File: src/rtl/multi_edge_detector.sv
// Multi-channel synchronising edge detector with registered rise/fall pulses,
// sticky pending flags and saturating counters. Optional filter: EDGE_DEBOUNCE_EN.
module multi_edge_detector #(
  parameter int unsigned N_CH            = 8,
  parameter int unsigned SYNC_STAGES     = 2,
  parameter int unsigned CNT_W           = 8,
  parameter int unsigned DEBOUNCE_CYCLES = 4,
  localparam int unsigned SEL_W          = (N_CH > 1) ? $clog2(N_CH) : 1
) (
  input  logic             clk,
  input  logic             rst,
  input  logic [N_CH-1:0]  in,
  input  logic [N_CH-1:0]  rise_en,
  input  logic [N_CH-1:0]  fall_en,
  input  logic [N_CH-1:0]  clear,
  input  logic [SEL_W-1:0] cnt_sel,
  output logic [N_CH-1:0]  positive_edge,
  output logic [N_CH-1:0]  negative_edge,
  output logic [N_CH-1:0]  pending,
  output logic             any_pending,
  output logic [CNT_W-1:0] cnt_out
);

  if (SYNC_STAGES < 2) begin : g_bad_sync
    $error("SYNC_STAGES must be >= 2");
  end
  if (DEBOUNCE_CYCLES < 1) begin : g_bad_deb
    $error("DEBOUNCE_CYCLES must be >= 1");
  end

`ifdef EDGE_DEBOUNCE_EN
  localparam int unsigned WARM = SYNC_STAGES + DEBOUNCE_CYCLES + 1;
`else
  localparam int unsigned WARM = SYNC_STAGES + 1;
`endif
  localparam int unsigned WARM_W = $clog2(WARM + 1);
  localparam logic [CNT_W-1:0] CNT_MAX = '1;

  logic [N_CH-1:0]   sync_q [SYNC_STAGES];
  logic [N_CH-1:0]   s;
  logic [N_CH-1:0]   f;
  logic [N_CH-1:0]   prev_q;
  logic [WARM_W-1:0] warm_cnt;
  logic              warm_done;
  logic [N_CH-1:0]   ev;
  logic [N_CH-1:0]   pending_nxt;
  logic [CNT_W-1:0]  cnt_q   [N_CH];
  logic [CNT_W-1:0]  cnt_nxt [N_CH];

  always_ff @(posedge clk or negedge rst) begin
    if (!rst) begin
      for (int unsigned k = 0; k < SYNC_STAGES; k++) sync_q[k] <= '0;
    end else begin
      sync_q[0] <= in;
      for (int unsigned k = 1; k < SYNC_STAGES; k++) sync_q[k] <= sync_q[k-1];
    end
  end

  assign s = sync_q[SYNC_STAGES-1];

`ifdef EDGE_DEBOUNCE_EN
  localparam int unsigned DB_W = $clog2(DEBOUNCE_CYCLES + 1);
  logic [N_CH-1:0] f_q;
  logic [DB_W-1:0] run_q [N_CH];

  // f follows s only after DEBOUNCE_CYCLES consecutive disagreeing samples
  always_ff @(posedge clk or negedge rst) begin
    if (!rst) begin
      f_q <= '0;
      for (int unsigned i = 0; i < N_CH; i++) run_q[i] <= '0;
    end else begin
      for (int unsigned i = 0; i < N_CH; i++) begin
        if (s[i] != f_q[i]) begin
          if (run_q[i] == DB_W'(DEBOUNCE_CYCLES - 1)) begin
            f_q[i]   <= s[i];
            run_q[i] <= '0;
          end else begin
            run_q[i] <= run_q[i] + 1'b1;
          end
        end else begin
          run_q[i] <= '0;
        end
      end
    end
  end

  assign f = f_q;
`else
  assign f = s;
`endif

  assign warm_done = (warm_cnt == WARM_W'(WARM));

  always_ff @(posedge clk or negedge rst) begin
    if (!rst) begin
      warm_cnt <= '0;
    end else if (!warm_done) begin
      warm_cnt <= warm_cnt + 1'b1;
    end
  end

  // prev keeps tracking during warm-up so the first live comparison is clean
  always_ff @(posedge clk or negedge rst) begin
    if (!rst) begin
      prev_q        <= '0;
      positive_edge <= '0;
      negative_edge <= '0;
    end else begin
      prev_q        <= f;
      positive_edge <= warm_done ? (f & ~prev_q) : '0;
      negative_edge <= warm_done ? (~f & prev_q) : '0;
    end
  end

  assign ev          = (positive_edge & rise_en) | (negative_edge & fall_en);
  assign pending_nxt = ev | (pending & ~clear);

  always_comb begin
    for (int unsigned i = 0; i < N_CH; i++) begin
      cnt_nxt[i] = cnt_q[i];
      if (ev[i]) begin
        if (clear[i])                 cnt_nxt[i] = CNT_W'(1);
        else if (cnt_q[i] != CNT_MAX) cnt_nxt[i] = cnt_q[i] + 1'b1;
      end else if (clear[i]) begin
        cnt_nxt[i] = '0;
      end
    end
  end

  always_ff @(posedge clk or negedge rst) begin
    if (!rst) begin
      pending     <= '0;
      any_pending <= 1'b0;
      for (int unsigned i = 0; i < N_CH; i++) cnt_q[i] <= '0;
    end else begin
      pending     <= pending_nxt;
      any_pending <= |pending_nxt;
      for (int unsigned i = 0; i < N_CH; i++) cnt_q[i] <= cnt_nxt[i];
    end
  end

  always_comb begin
    cnt_out = '0;
    if (32'(cnt_sel) < N_CH) cnt_out = cnt_q[cnt_sel];
  end

endmodule
File: config.mk
export PLATFORM = sky130hd
export DESIGN_NAME = multi_edge_detector
export DESIGN_NICKNAME = d
export VERILOG_FILES = /design/src/rtl/multi_edge_detector.sv
export SDC_FILE = /design/constraint.sdc
export NUM_CORES = 1
export LEC_CHECK = 0
export ABC_CLOCK_PERIOD_IN_PS = 1800
export CORE_UTILIZATION = 50
export CTS_CLUSTER_DIAMETER = 40
export DETAILED_ROUTE_END_ITERATION = 16
export GPL_TIMING_DRIVEN = 0
export PLACE_DENSITY = 0.73
export SETUP_SLACK_MARGIN = 0.4
export SLEW_MARGIN = 5
export SYNTH_ARGS = -nofsm -noshare
export SYNTH_HDL_FRONTEND = slang
export SYNTH_SLANG_ARGS = --single-unit
export TNS_END_PERCENT = 10
File: constraint.sdc
create_clock -name clk -period 1.8 [get_ports clk]
set_input_delay 0.36 -clock clk [delete_from_list [all_inputs] [get_ports clk]]
set_output_delay 0.36 -clock clk [all_outputs]
set_load 0.01 [all_outputs]
=== Word-level counts from Yosys, hierarchy flattened ===
Cells that the tools add are included.

* Mux-type cells: 37
* Bitwise gates (word level): 11
* Order comparisons: 1
* Add/subtract/negate cells: 9
* Equal/unequal tests: 9
* Reductions and logical operators: 25

{| class="wikitable"
|+ Operators by type and width
! operator !! count
|-
| $mux W8 || 36
|-
| $add A8 B1 Y8 const B || 8
|-
| $ne A8 B8 Y1 const B || 8
|-
| $and A8 B8 Y8 || 5
|-
| $reduce_bool A2 Y1 || 16
|-
| $bmux W8 S3 || 1
|-
| $not A8 Y8 || 3
|-
| $or A8 B8 Y8 || 2
|-
| $reduce_and A2 Y1 || 8
|-
| $reduce_or A8 Y1 || 1
|-
| $ge A4 B4 Y1 const B || 1
|-
| $not A3 Y4 || 1
|-
| $add A2 B1 Y2 const B || 1
|-
| $eq A2 B2 Y1 const B || 1
|}

* Register bits: 115
* Output and inout port bits: 33
* Input bits: 37
* Word-level logic and storage cells: 108

=== Logic depth before layout (Yosys ltp) ===
Gate-level depths: netlist (run 1).

* Depth in word-level cells: 4
* Mapped depth: 5
* Depth with buffers taken out: 5

=== Worst setup path before layout (run 1) ===
OpenSTA, ideal clock, no wires.

* Path type: input to output
* Start: input cnt_sel[0]
* End: output cnt_out[4]
* Data required time: 1.440 ns
* Arrival: 1.510 ns
* Slack: -0.070 ns
* Stages on the path: 4
* Path buffers: 2
* Cells stage by stage: buf_2 buf_6 mux4_2 mux2_2

* Cells in the longest elaborated chain, start to end: 4

{| class="wikitable"
|+ RTL lines
! what !! RTL line !! text
|-
| from (decl) || 16 || <nowiki>input logic [SEL_W-1:0] cnt_sel,</nowiki>
|-
| $not A3 Y4 (implied by the code) || 144 || <nowiki>if (32'(cnt_sel) < N_CH) cnt_out = cnt_q[cnt_sel];</nowiki>
|-
| $bmux W8 S3 || 144 ||
|-
| $mux W8 (implied by the code) (2 in series) || 144 ||
|-
| to (decl) || 21 || <nowiki>output logic [CNT_W-1:0] cnt_out</nowiki>
|}

No other way between the ends. The select of a mux whose other input is x is not followed.

=== Worst setup path in the final report (run 1) ===
* Start: register cnt_q[62] (netlist name)
* End: output cnt_out[6]

* Cells in the longest elaborated chain, start to end: 3

{| class="wikitable"
|+ RTL lines
! what !! RTL line !! text
|-
| from (decl) || 47 || <nowiki>logic [CNT_W-1:0] cnt_q [N_CH];</nowiki>
|-
| $bmux W8 S3 || 144 ||
|-
| $mux W8 (implied by the code) (2 in series) || 144 ||
|}

No other way between the ends. The select of a mux whose other input is x is not followed.

==> flow_summary.yaml, run 1 <==
layout:
  layout_common_cells: "dfrtp_1, buf_4, nor2_1"
  area_growth_pct: 45.6
  finalCoreUtilization: 0.749
  drive_above_1_share: 0.424
  finalNetCount: 694
  antennaDiodeCount: 0
  layout.cells.most_common: "dfrtp_1"
  post_layout_nonfiller_instances: 801
logic_synthesis:
  synth_cells: 495
  synth_largest_area_cell: "dfrtp_1"
  synth_top_cell_area_share: 0.514
  ys_seq_area_frac: 0.514
  synth_edf_count: 0
  yosys_warnings: 0
  ffs_latches_synth: 115
  post_synth.cell_area_avg_um2: 11.3
  syn_area_um2: 5600
  synth_cell_type_count: 60
  syn-num-nets: 541
  netlist_top_cells_area: "dfrtp_1, mux4_2, nor2_1, mux2_2, nand2_1"
  synth_flop_cell: "dfrtp_1"
  ys_async_sr_fraction: 1.00
power:
  cellLeakagePower_nw: 3.49
  powerDensity_nw_per_um2: 870
  worst_ir_drop_vdd_mv: 0.741
global_route:
  number_of_antenna_violations_at_the_first_check_in_global_routing: 0
  grt_pass1_vias: 4658
  track_usage: 0.269
  global_route_wire_length_before_repair_um: 23300
  grt_max_degree: 87
  gr-total-overflow: 0
placement:
  placed_cells: 698
  number_of_port_buffers: 62
  dp.final_hpwl_um: 8860
  place_congestion: 0.830
  pre_cts_ws_ps: -610
timing:
  final_max_tran_viols: 0
  timing.final.hold_violations: 0
  clock_skew_ps: 6.94
  fmax_mhz: 449
  finalSetupViolations: 11
  final.setup.worst_slack_ps: -427
  worst-slew-pin-transition_ps: 625
  post-route-period-util: 1.24
  final.min_clock_period_ps: 2230
  timing.max_slew.rel_slack: 0.583
  rsz0062_at_grt: "yes"
status:
  status: "complete, but fails checks"
  failing_checks: "negative setup slack"
floorplanning:
  ioPinCount: 70
  dieHeight_um: 108
  num_rows: 38
  coreArea_um2: 10900
  die_area_um2: 11600
  start_util: 0.514
  die_width_um: 108
drt:
  vias: 4757
  wl_per_cell_um: 19.0
  routed_wl_um: 15200
  detail-route-antenna-nets: 0
  initialDrtViolationCount: 285
  remaining_drc_errors: 0
  drt-pass1-iter-count: 5
  vias_per_cell: 5.94
worst_setup_path:
  timing.reg2reg.setup_slack_ps: -180
  startpoint_type: "flip-flop"
  regToRegEndpoint: "cnt_q[31]$_DFFE_PN0P_"
  reg2reg_from: "cnt_q[24]$_DFFE_PN0P_"
  end_kind: "output pin"
  timing.critical_path.required_ps: 1440
  worstPathMaxFanout: 5
  r2r_cells: 7
  crit_arrival_ps: 1870
  critPathKind: "reg -> out"
min_path:
  min-delay-path-class: "in -> reg"
  hold_path_startpoint: "clear[1]"
  worstHoldEndpoint: "cnt_q[55]$_DFFE_PN0P_"
  hold_path_depth: 2
clock_network:
  htree_levels: 4
  cts.reportedPaths.clkPinSlew_ps: 60
  cts-root-buf: "clkbuf_8"
  clock_latency_ps: 530
  cts_tree: "done"
  clkSinkCount: 115
  cts_made_buffers: 17
  max-clock-path-buffers: 2
run:
  cap_viol_max_count: 0
-- critical path, cell delays in order (launching register included) --
cell	delay, ps
dfrtp_1	430
mux4_2	480
mux2_4	300
buf_6	120
-- metal layers --
| layer | GRT usage | vias to the layer above | part of all wire |
|---|---|---|---|
| li1 | - | 2148 | - |
| met5 | 0 | - | 0 |
| met3 | 0.0642 | 27 | 0.051 |
| met4 | 0.111 | 0 | 0.022 |
| met1 | 0.354 | 2411 | 0.42 |
| met2 | 0.428 | 171 | 0.50 |
-- synth_stat cells (10+ instances only) --
cell / number
inv_1: 15
xnor2_1: 10
mux2_2: 15
mux4_2: 15
nand4_1: 12
nand2_1: 31
nor2_1: 54
o21ai_0: 16
nor2b_1: 10
nor3_1: 10
a21oi_1: 19
dfrtp_1: 115
clkbuf_1: 10
nand3_1: 18
-- worst max-delay path by stage --
| stage | from | slack [ps] | endpoint | cells past startpoint |
|---|---|---|---|---|
| detailed placement | rise_en[0] | -610 | any_pending$_DFF_PN0_ | 5 |
| finish | cnt_q[62]$_DFFE_PN0P_ | -430 | cnt_out[6] | 3 |
| floorplan | cnt_q[24]$_DFFE_PN0P_ | 60 | cnt_q[31]$_DFFE_PN0P_ | 5 |
| global placement | rst | -4020 | sync_q[10]$_DFF_PN0_ | 1 |
| global route | cnt_q[2]$_DFFE_PN0P_ | -470 | cnt_out[2] | 3 |
| CTS | cnt_q[42]$_DFFE_PN0P_ | -430 | cnt_out[2] | 3 |
-- kinds of logic after synthesis --
| family | after synthesis | synth area share |
|---|---|---|
| muxes | 41 | 0.113 |
| and+or+nand+nor | 192 | 0.184 |
| AOI/OAI and AO/OA | 90 | 0.117 |
| xor gates and xnor gates | 18 | 0.0282 |
| DFF | 115 | 0.514 |
| buffers and inverters | 30 | 0.0232 |
| adders and majority gates | 9 | 0.0201 |
-- final cells by class --
| type | count | area [um2] |
|---|---|---|
| clock inverter | 11 | 174 |
| clock buffer | 21 | 459 |
| tap | 140 | 175 |
| timing repair buffer | 134 | 1150 |
| multi-input combinational | 350 | 3120 |
| buffer | 15 | 114 |
| sequential | 115 | 2910 |
| fill | 660 | 2730 |
| inverter | 15 | 56.3 |
-- flip-flops by register name, summed over array words and instances (netlist names) --
| register | count |
|---|---|
| negative_edge | 8 |
| warm_cnt | 2 |
| prev_q | 8 |
| pending | 8 |
| cnt_q | 64 |
| sync_q | 8 |
| positive_edge | 8 |
| f | 8 |
| any_pending | 1 |
-- repair_timing --
item | CTS | global route
pin swaps | 48 | 84
setup endpoints to repair | 91 | 90
hold buffers | 1 | 0
setup buffers | 61 | 9
resized for setup | 239 | 62
endpoints found under the hold margin | 29 | 0
-- report_power, final --
group / internal (W) / switching (W) / total (W) / leakage (nW)
Clock: 0.00237 / 0.00120 / 0.00356 / 0.301
Combinational: 0.000379 / 0.000392 / 0.000771 / 1.73
Sequential: 0.00269 / 0.0000710 / 0.00277 / 1.46
Total: 0.00544 / 0.00166 / 0.00710 / 3.49
-- per-stage QoR --
step / cell area (um2) / setup TNS [ps] / total power, W / hold slack, ps
floorplan: 5650 / 0 / 0.00308 / 64.4
global placement: 6440 / -467020 / 0.00337 / 331
detailed placement: 6470 / -6060 / 0.00339 / 252
CTS: 7830 / -3390 / 0.00707 / 190
global route: 8150 / -3900 / 0.00733 / 215
finish: 8150 / -3550 / 0.00710 / 229
(Power assumes the default switching activity.)
==> inputs of run 2 (changes only) <==
--- a/config.mk
+++ b/config.mk
@@ -12,7 +12,7 @@
 export GPL_TIMING_DRIVEN = 0
 export PLACE_DENSITY = 0.73
 export SETUP_SLACK_MARGIN = 0.4
-export SLEW_MARGIN = 5
+export SLEW_MARGIN = 0
 export SYNTH_ARGS = -nofsm -noshare
 export SYNTH_HDL_FRONTEND = slang
 export SYNTH_SLANG_ARGS = --single-unit
==> results of run 2 <==
No change in the layout: final DEF, timing and power equal those of run 1.
==> inputs of run 3 (changes only) <==
==> config.mk (replaced) <==
export PLATFORM = sky130hd
export DESIGN_NAME = multi_edge_detector
export DESIGN_NICKNAME = d
export VERILOG_FILES = /design/src/rtl/multi_edge_detector.sv
export SDC_FILE = /design/constraint.sdc
export NUM_CORES = 1
export LEC_CHECK = 0
export ABC_CLOCK_PERIOD_IN_PS = 2800
export CORE_UTILIZATION = 65
export CTS_CLUSTER_DIAMETER = 40
export DETAILED_ROUTE_END_ITERATION = 16
export DONT_BUFFER_PORTS = 1
export GPL_TIMING_DRIVEN = 0
export PLACE_DENSITY = 0.78
export SETUP_SLACK_MARGIN = 0.4
export SYNTH_ARGS = -nofsm -noshare
export SYNTH_HDL_FRONTEND = slang
export SYNTH_SLANG_ARGS = --single-unit
export TNS_END_PERCENT = 10
==> constraint.sdc (replaced) <==
create_clock -name clk -period 2.8 [get_ports clk]
set_input_delay 0.56 -clock clk [delete_from_list [all_inputs] [get_ports clk]]
set_output_delay 0.56 -clock clk [all_outputs]
set_load 0.01 [all_outputs]
==> run 3 against run 2 <==
The run ends with negative hold slack left. Cell count fell by 21%. Via count fell by 12%. Count of clock-buffer cells in the layout decreased by 4. Core utilization is 1.5 points higher. Worst hold slack got worse by 500 ps. Register-to-register slack improved by 950 ps. Sequential share of layout area up 10 points. Non-clock buffer count down 134. Flip-flop and latch count is the same. Critical endpoint is now cnt_out[7]. Largest power group unchanged.
==> flow_summary.yaml, run 3 (synthesized netlist as in run 1, its figures left out) <==
status:
  status: "complete, but fails checks"
  failing_checks: "negative hold slack"
timing:
  rsz0062_at_grt: "yes"
  fmax_mhz: 419
  finalSetupViolations: 0
  worst-slew-pin-transition_ps: 829
  post-route-period-util: 0.851
  timing.max_slew.rel_slack: 0.448
  timing.final.hold_violations: 115
  hold_ws_ps: -269
  clock_skew_ps: 7.15
  setup-tns-final_ps: 0
  final_max_tran_viols: 0
  final.min_clock_period_ps: 2380
clock_network:
  cts_tree: "done"
  post-cts-setup-buffer-count: 0
  cts-root-buf: "clkbuf_8"
  clock_latency_ps: 520
  clkSinkCount: 115
  max-clock-path-buffers: 2
  cts_made_buffers: 17
  cts.reportedPaths.clkPinSlew_ps: 60
  htree_levels: 4
drt:
  detail-route-antenna-nets: 0
  routed.top_layer: "met4"
  drt-pass1-iter-count: 5
  wl_per_cell_um: 19.7
  routed_wl_um: 12500
  vias_per_cell: 6.60
  met3WireLength_um: 868
  routed-wl-met2_um: 6130
  wirelength_met1_um: 5310
  vias: 4169
  initialDrtViolationCount: 330
  remaining_drc_errors: 0
power:
  total_power_w: 0.00411
  powerDensity_nw_per_um2: 652
  cellLeakagePower_nw: 2.73
  worst_ir_drop_vdd_mv: 0.601
worst_setup_path:
  timing.critical_path.required_ps: 2240
  critPathKind: "reg -> out"
  startpoint_type: "flip-flop"
  r2r_cells: 4
  critical_path.slowest_cell: "mux4_2"
  end_kind: "output pin"
  max_stage_delay_ps: 500
  worstPathMaxFanout: 9
  critical_path.cell_chain: "mux4_2 > mux2_2"
  timing.reg2reg.setup_slack_ps: 770
  regToRegEndpoint: "any_pending$_DFF_PN0_"
  crit_arrival_ps: 1820
  reg2reg_from: "positive_edge[0]$_DFF_PN0_"
placement:
  placed_cells: 600
  place_congestion: 0.851
  number_of_port_buffers: 0
  dp.final_hpwl_um: 8530
layout:
  drive_above_1_share: 0.150
  finalNetCount: 560
  post_layout_nonfiller_instances: 632
  area_growth_pct: 12.7
  layout_common_cells: "dfrtp_1, nor2_1, nand2_1"
  number_of_flip_flops_in_the_largest_register: 64
  antennaDiodeCount: 0
  layout.cells.most_common: "dfrtp_1"
  top_register: "cnt_q"
floorplanning:
  die_width_um: 94.8
  num_rows: 33
  ioPinCount: 70
  coreArea_um2: 8260
  dieHeight_um: 94.8
  die_area_um2: 8990
  start_util: 0.678
global_route:
  track_usage: 0.301
  number_of_antenna_violations_at_the_first_check_in_global_routing: 0
  global_route_wire_length_before_repair_um: 19800
  gr-total-overflow: 0
  grt_max_degree: 116
  grt_pass1_vias: 4060
run:
  cap_viol_max_count: 0
min_path:
  min-delay-path-class: "in -> async"
[run 3: changes by cell type in the layout (fill, tap and decap cells not counted), sizes merged, moves of 2 or more]
cell / delta
clkinvlp: -2
bufinv: -3
inv: +8
buf: -108
clkdlybuf4s50: -28
[run 3: power breakdown]
part	internal [W]	leakage (nW)	total [W]	switching, W
combinational	0.0000911	0.958	0.000210	0.000119
clock	0.00122	0.282	0.00210	0.000876
sequential	0.00173	1.49	0.00181	0.0000793
total	0.00304	2.73	0.00411	0.00107
[run 3: layer usage]
layer | vias up | track usage
met4 | 0 | 0.110
met2 | 165 | 0.475
met3 | 17 | 0.0773
met5 | - | 0
li1 | 1880 | -
met1 | 2107 | 0.406
[run 3: cell type report]
type	count	area (um2)
multi-input combinational	350	2590
inverter	15	56.3
fill	519	1950
tap	105	131
clock buffer	17	414
buffer	15	78.8
clock inverter	15	161
sequential	115	2880
[run 3: how the worst max path moves through the flow]
stage                                startpoint          to  slack (ps)  depth (start not counted)
after global placement               cnt_sel[1]  cnt_out[6]         430                          4
final                     cnt_q[63]$_DFFE_PN0P_  cnt_out[7]         420                          2
after CTS                            cnt_sel[1]  cnt_out[6]         400                          4
after detailed placement             cnt_sel[0]  cnt_out[4]         400                          4
after global routing      cnt_q[18]$_DFFE_PN0P_  cnt_out[2]         380                          2
after floorplan                      cnt_sel[0]  cnt_out[4]         530                          4
[run 3: stage by stage]
stage | hold slack, ps | area, um2 | util | setup WS, ps
floorplan | 264 | 5600 | - | 530
global placement | 267 | 5730 | 0.694 | 430
detailed placement | 267 | 5730 | 0.694 | 405
CTS | -278 | 6310 | 0.764 | 400
global route | -286 | 6310 | 0.764 | 379
finish | -269 | 6310 | 0.764 | 416
[run 3: critical path: cells and delay by family (launching register included)]
kind	cells	cell delay [ps]
multiplexers	2	820
flip-flops	1	480
[run 3: repair_timing]
item                                    CTS  global route
endpoints found under the setup margin    0             5
gates resized for setup                   0             3
hold endpoints to repair                115           115
